`src/rtl/ahb2obi_slave_adapter.sv`:
```
// AHB slave to OBI requester adapter: one transfer at a time, stretching
// the AHB data phase until the OBI response returns, with ERROR mapping.
module ahb2obi_slave_adapter #(
    parameter logic [31:0] P_ADDR_MASK = 32'hFFFF_FFFF,
    parameter int unsigned P_TIMEOUT   = 0
) (
    input  logic        hclk_i,
    input  logic        hresetn_i,
    input  logic        HSEL,
    input  logic [31:0] HADDR,
    input  logic [1:0]  HTRANS,
    input  logic        HWRITE,
    input  logic [2:0]  HSIZE,
    input  logic [2:0]  HBURST,
    input  logic [31:0] HWDATA,
    input  logic        HREADYin,
    output logic [31:0] HRDATA,
    output logic        HREADYout,
    output logic [1:0]  HRESP,
    output logic        obi_req_o,
    input  logic        obi_gnt_i,
    output logic [31:0] obi_addr_o,
    output logic        obi_we_o,
    output logic [3:0]  obi_be_o,
    output logic [31:0] obi_wdata_o,
    input  logic        obi_rvalid_i,
    input  logic [31:0] obi_rdata_i,
    input  logic        obi_err_i
);

    typedef enum logic [2:0] {
        S_IDLE, S_REQ, S_RESP, S_DONE, S_ERR1, S_ERR2
    } state_t;

    localparam logic [31:0] TO_LAST =
        (P_TIMEOUT == 0) ? 32'd0 : 32'(P_TIMEOUT - 1);

    state_t      state_q, state_d;
    logic [31:0] addr_q;
    logic        we_q;
    logic [2:0]  size_q;
    logic        stale_q;
    logic [31:0] cnt_q;
    logic [31:0] hrdata_q;
    logic        accept;
    logic        misaligned;
    logic        timeout;
    logic [3:0]  be;

    // Burst type and the BUSY/IDLE distinction carry no meaning here.
    logic unused_in;
    assign unused_in = ^{HBURST, HTRANS[0]};

    assign accept = HSEL & HREADYin & HTRANS[1] &
        (state_q == S_IDLE || state_q == S_DONE || state_q == S_ERR2);

    assign misaligned = (HSIZE > 3'd2) ||
        (HSIZE == 3'd1 && HADDR[0]) ||
        (HSIZE == 3'd2 && HADDR[1:0] != 2'b00);

    assign timeout = (P_TIMEOUT != 0) && (cnt_q >= TO_LAST);

    assign HRDATA = hrdata_q;

    // Byte lanes derived from the captured size and low address bits
    always_comb begin
        be = 4'b1111;
        case (size_q)
            3'd0:    be = 4'b0001 << addr_q[1:0];
            3'd1:    be = addr_q[1] ? 4'b1100 : 4'b0011;
            default: be = 4'b1111;
        endcase
    end

    // Next-state and output decode
    always_comb begin
        state_d     = state_q;
        HREADYout   = 1'b1;
        HRESP       = 2'b00;
        obi_req_o   = 1'b0;
        obi_addr_o  = '0;
        obi_we_o    = 1'b0;
        obi_be_o    = '0;
        obi_wdata_o = '0;
        unique case (state_q)
            S_IDLE, S_DONE, S_ERR2: begin
                if (state_q == S_ERR2) HRESP = 2'b01;
                if (accept) state_d = misaligned ? S_ERR1 : S_REQ;
                else        state_d = S_IDLE;
            end
            S_REQ: begin
                HREADYout   = 1'b0;
                obi_req_o   = ~stale_q;
                obi_addr_o  = addr_q & P_ADDR_MASK;
                obi_we_o    = we_q;
                obi_be_o    = be;
                obi_wdata_o = HWDATA;
                if (obi_gnt_i && !stale_q) state_d = S_RESP;
                else if (timeout)          state_d = S_ERR1;
            end
            S_RESP: begin
                HREADYout = 1'b0;
                if (obi_rvalid_i) state_d = obi_err_i ? S_ERR1 : S_DONE;
                else if (timeout) state_d = S_ERR1;
            end
            S_ERR1: begin
                HREADYout = 1'b0;
                HRESP     = 2'b01;
                state_d   = S_ERR2;
            end
            default: state_d = S_IDLE;
        endcase
    end

    // State, captured address phase, wait counter, stale flag, read data
    always_ff @(posedge hclk_i or negedge hresetn_i) begin
        if (!hresetn_i) begin
            state_q  <= S_IDLE;
            addr_q   <= '0;
            we_q     <= 1'b0;
            size_q   <= '0;
            stale_q  <= 1'b0;
            cnt_q    <= '0;
            hrdata_q <= '0;
        end else begin
            state_q <= state_d;
            if (accept) begin
                addr_q <= HADDR;
                we_q   <= HWRITE;
                size_q <= HSIZE;
            end
            if (state_d != state_q)
                cnt_q <= '0;
            else if (state_q == S_REQ || state_q == S_RESP)
                cnt_q <= cnt_q + 32'd1;
            if (state_q == S_RESP && !obi_rvalid_i && timeout)
                stale_q <= 1'b1;
            else if (stale_q && obi_rvalid_i)
                stale_q <= 1'b0;
            if (state_q == S_RESP && obi_rvalid_i && !obi_err_i && !we_q)
                hrdata_q <= obi_rdata_i;
        end
    end

endmodule

```
`config.mk`:
```
export PLATFORM = sky130hd
export DESIGN_NAME = ahb2obi_slave_adapter
export DESIGN_NICKNAME = d
export VERILOG_FILES = /design/src/rtl/ahb2obi_slave_adapter.sv
export SDC_FILE = /design/constraint.sdc
export NUM_CORES = 1
export LEC_CHECK = 0
export ABC_AREA = 1
export BUFFER_PORTS_ARGS = -buffer_cell sky130_fd_sc_hd__buf_4
export CORE_ASPECT_RATIO = 1.4
export CORE_MARGIN = 4
export CORE_UTILIZATION = 40
export DETAILED_ROUTE_END_ITERATION = 7
export PLACE_DENSITY = 0.76
export SLEW_MARGIN = 20
export SYNTH_ARGS = -nofsm -noshare
export SYNTH_HDL_FRONTEND = slang
export SYNTH_SLANG_ARGS = --single-unit
```
`constraint.sdc`:
```
create_clock -name hclk_i -period 1.5 [get_ports hclk_i]
set_input_delay 0.375 -clock hclk_i [delete_from_list [all_inputs] [get_ports hclk_i]]
set_output_delay 0.375 -clock hclk_i [all_outputs]
set_load 0.02 [all_outputs]
```
Yosys cells after proc, flatten, opt, wreduce, memory -nomap -nowiden
Index checks and enable logic that the tools add are counted.
{"block": "op_classes", "magnitude_cmp": 1, "eq_ne": 10, "shifts": 1, "n_mux": 16, "bitwise": 3, "reduce_logical": 17}
{"cell": "32-bit two-way mux", "n": 2}
{"cell": "3-bit two-way mux", "n": 5}
{"cell": "3-bit one-hot mux with 4 select lines", "n": 1}
{"cell": "3-bit by 1-bit equality test with 1-bit output, second input constant", "n": 3}
{"cell": "3-bit by 2-bit equality test with 1-bit output, second input constant", "n": 3}
{"cell": "4-bit two-way mux", "n": 2}
{"cell": "4-bit one-hot mux with 2 select lines", "n": 1}
{"cell": "3-bit equality test, second input constant", "n": 2}
{"cell": "3-bit zero test", "n": 2}
{"cell": "3-bit OR reduction", "n": 2}
{"cell": "1-bit logical AND", "n": 5}
{"cell": "1-bit logical OR", "n": 4}
{"cell": "1-bit two-way mux", "n": 4}
{"cell": "2-bit != test, second input constant", "n": 2}
{"cell": "1-bit by 2-bit left shift with 4-bit output, first input constant", "n": 1}
{"cell": "1-bit bitwise AND", "n": 3}
{"cell": "3-bit by 2-bit greater-than comparator with 1-bit output, second input constant", "n": 1}
{"cell": "1-bit zero test", "n": 2}
{"cell": "1-bit one-hot mux with 2 select lines", "n": 1}
{"cell": "2-bit AND reduction", "n": 1}
{"cell": "2-bit nonzero test", "n": 1}
{"block": "totals", "regBits": 71, "input_bits": 112, "out_inout_bits": 105, "wordCells": 53}

Longest topological paths before layout
{"block": "depth", "depth_word": 7, "mapped_depth": 8}

Least setup slack after synthesis
No wires, ideal clock.
{"block": "synth_timing", "path_type": "register to output", "start": "register state_q[2]", "end": "output obi_be_o[1]", "arrival_time_ns": 1.372, "path_slack_ns": -0.247, "path_stages_with_launch": 5, "n_path_buf": 1, "cell_sequence": "dfrtp_1 -> inv_2 -> nand3_4 -> buf_2 -> o31ai_1"}
{"block": "synth_via", "elab_chain_len": 2}
{"item": "start: declaration", "line": "38", "source": "state_t state_q, state_d;"}
{"item": "start signal: assignment", "line": "126", "source": "state_q <= state_d;"}
{"item": "3-bit by 1-bit equality test with 1-bit output", "line": "85", "source": "unique case (state_q)"}
{"item": "4-bit two-way mux", "line": "85"}
{"item": "end: declaration", "line": "24", "source": "output logic [3:0] obi_be_o,"}
Every way passes these cells.

Worst setup path in the final report
{"block": "layout_timing", "start": "register state_q[2]", "end": "output obi_be_o[2]"}
Same word-level chain as after synthesis.

==> results.md <==
* RSZ-0062 raised after global routing: true
* Critical Path AT at 1630 ps
* Total core area at 8295 um^2
* Share of layout cells above drive strength 1 at 52.43%
* Via density at 4.926
* Fin nets at 811
* Family with the most delay on the worst path: buffers and inverters
* Pleak at 0.003470 uW
* Reg2reg path depth at 8
* Die area at 10200 um^2
* Area of the mapped netlist at 3452 um^2
* Max-slew violations at 0
* Final period util at 133.5%
* Commonest cells post-synth: inv_1, nand2_1, nor2_1, dfrtp_1, o21ai_0
* Total clock sinks at 71
* EDFF count, synth at 0
* Post-DR wirelength/cell at 17.95 um
* First-pass GRT wire length at 20550 um
* Crit path time final at 2002 ps
* CP bufs+invs at 3
* Worst path cell trace: inv_2 -> nand3_4 -> buf_6 -> nor2_4 -> o21ai_1 -> nand2_1 -> buf_6
* Int Pwr at 7166 uW
* Clock power frac at 16.5%
* Clk buf depth at 2
* Num rows at 39
* Worst VDD drop at 1.288 mV
* DRC viols at 0
* Hold Path Class: input port to register
* Combinational Power Share at 56.6%
* Peak Freq at 499.5 MHz
* Seq pwr share at 26.9%
* Async set or reset register ratio after synthesis at 100.0%
* Critical path fanouts, max at 5
* Buffers on Ports at 211
* All-layer global routing usage at 25.81%
* Starting Density at 41.61%
* Cell mode on critical path: buf_6
* Netlist cell types at 23
* Filler instances at 523
* Clk_skew at 6.584 ps
* Width of the die at 86.52 um
* Vias in the first global route at 4122
* Io pins at 217
* Worst Setup Slack, final at -501.9 ps
* Synth Register Bits at 71
* Final WL at 14390 um
* Most frequent cell after synthesis: inv_1
* 1st-pass router iterations at 4
* Worst skew pair latency at 330 ps
* Worst slew pin tran at 527.9 ps
* Post-Synthesis Cells at 443
* Die height at 117.9 um
* Design Power at 12290 uW
* Status: complete, but fails checks
* CP peak stage delay at 410 ps
* Area share of the largest cell type after synthesis at 51.47%
* Hold-critical path depth at 3
* RD Place Congestion at 0.8017
* Final ANT Viol Nets at 0
* Failing checks: negative setup slack
* Mapped Nets at 555
* Via count at 3951
* Critical Path Source Type: register
* Slowest stage cell, crit path: dfrtp_1
* Initial drt markers at 200
* Largest net degree at the start of global routing at 65
* Worst Setup End Kind: output pin
* P_sw at 5120 uW
* Met3 wire length at 1554 um
* CTS tree: yes
* Area growth syn-to-layout at 94.20%
* Max H-tree Level at 3
* Top post-synthesis cells by area: dfrtp_1, inv_1, nand2_1
* Place WS at -318.3 ps
* Warning count from the yosys run at 0
* Post-synth top flop: dfrtp_1
* Normalized max-slew margin at 64.53%
* HPWL reported at the end of detailed placement at 8153 um
* Gr ovfl total at 0
* # setup viols final at 140
* CTS root buffer: clkbuf_16
* Hold Vio Cnt, Final at 0
* WL met2 at 7408 um
* Antenna diodes at 0
* Metal-1 WL at 4955 um
* Power density over the cells at 1833 nW/um^2
* Maxcap violations at 0
* Largest area contributor in the netlist: dfrtp_1
* CP Depth at 7
* Initial antenna violation count at 0
* Syn_area_per_cell at 7.792 um^2
* Num CTS Buffers at 9
* Switching Fraction at 41.67%
* Worst EP required at 1120 ps
* Max Used Layer: met4
* Worst setup path class: register to output pin
* Seq/Total Area, Yosys at 51.47%
* Register clock-pin slew on the reported worst setup and hold paths at 60 ps
power by group through the flow:
stage / sequential [uW] / combinational [uW] / clock, uW
after global routing: 3400 / 7370 / 2150
final: 3310 / 6950 / 2020
after global placement: 3200 / 5230 / 0
after CTS: 3250 / 6490 / 2050
after detailed placement: 3240 / 5340 / 0
after floorplan: 3670 / 2590 / 0
flip-flops by register name, indices dropped and copies added, names as in the netlist:
name / cells
addr_q: 32
state_q: 3
we_q: 1
HRDATA: 32
size_q: 3
path summary, 6_finish.rpt:
check / startpoint / end / slack, ps
worst min-delay path: HADDR[22] / addr_q[22] / 250
worst max register to register: state_q[0] / HRDATA[21] / -250
max in group asynchronous: hresetn_i / state_q[0] / 490
worst max-delay path: state_q[2] / obi_be_o[2] / -500
min in group asynchronous: hresetn_i / HRDATA[31] / 520
worst min register to register: HRDATA[30] / HRDATA[30] / 490
placed cells by master (no fill, tap or decap), types with 2 or more instances in the layout:
master / instances
inv_1: 103
inv_2: 3
nor2_1: 12
buf_6: 71
o31ai_4: 2
clkbuf_16: 9
dfrtp_1: 70
nand2_2: 3
nand2_1: 78
buf_4: 176
nand3_4: 3
a21oi_1: 4
nor2_2: 6
nor3_4: 2
o21ai_0: 30
nor2_4: 59
buf_16: 2
o21ai_1: 33
o21ai_2: 8
buf_12: 12
stage by stage:
stage / cells / hold WS [ps] / util, % / TNS, ps / cell area (um^2)
after floorplan: 443 / 79.41 / - / -4638 / 3736
after global placement: 757 / 328.6 / 66.76 / -12380 / 5538
after detailed placement: 757 / 330.2 / 66.76 / -14960 / 5538
after CTS: 798 / 248.0 / 78.10 / -28110 / 6479
after global routing: 802 / 251.3 / 80.81 / -46520 / 6704
final: 802 / 254.1 / 80.81 / -39060 / 6704
per-layer routing:
layer	global-route usage (%)	vias up
met2	43.73	254
li1	-	1820
met3	9.944	48
met1	27.87	1829
met5	0	-
met4	11.70	0
cells by family after synthesis:
logic type	synth area share, %
simple gates	19.90
buf+inv	15.95
compound gates	12.58
flops	51.47
other cells	0.1086
worst min-delay path, cell delays in order:
cell	delay [ps]
buf_4	70
nand2_1	40
o21ai_0	50
area by class of cell:
cell class / count / area [um^2] / share of cell area (%)
Timing Repair Buffer: 262 / 2426 / 36.19
Sequential cell: 71 / 1778 / 26.52
Multi-Input combinational cell: 248 / 1693 / 25.25
Inverter: 107 / 405.4 / 6.047
Clock buffer: 10 / 239.0 / 3.565
Tap cell: 102 / 127.6 / 1.904
Clock inverter: 2 / 35.03 / 0.5226
what timing repair did:
item                                   CTS  global route
hold buffers                             1             0
setup buffers                           21             6
cloned                                   7             0
endpoints found under the hold margin   26             0
resized for setup                       88            63
pin swaps                                7             9
setup endpoints to repair              110           143
Power figures use the tool's default switching activity.
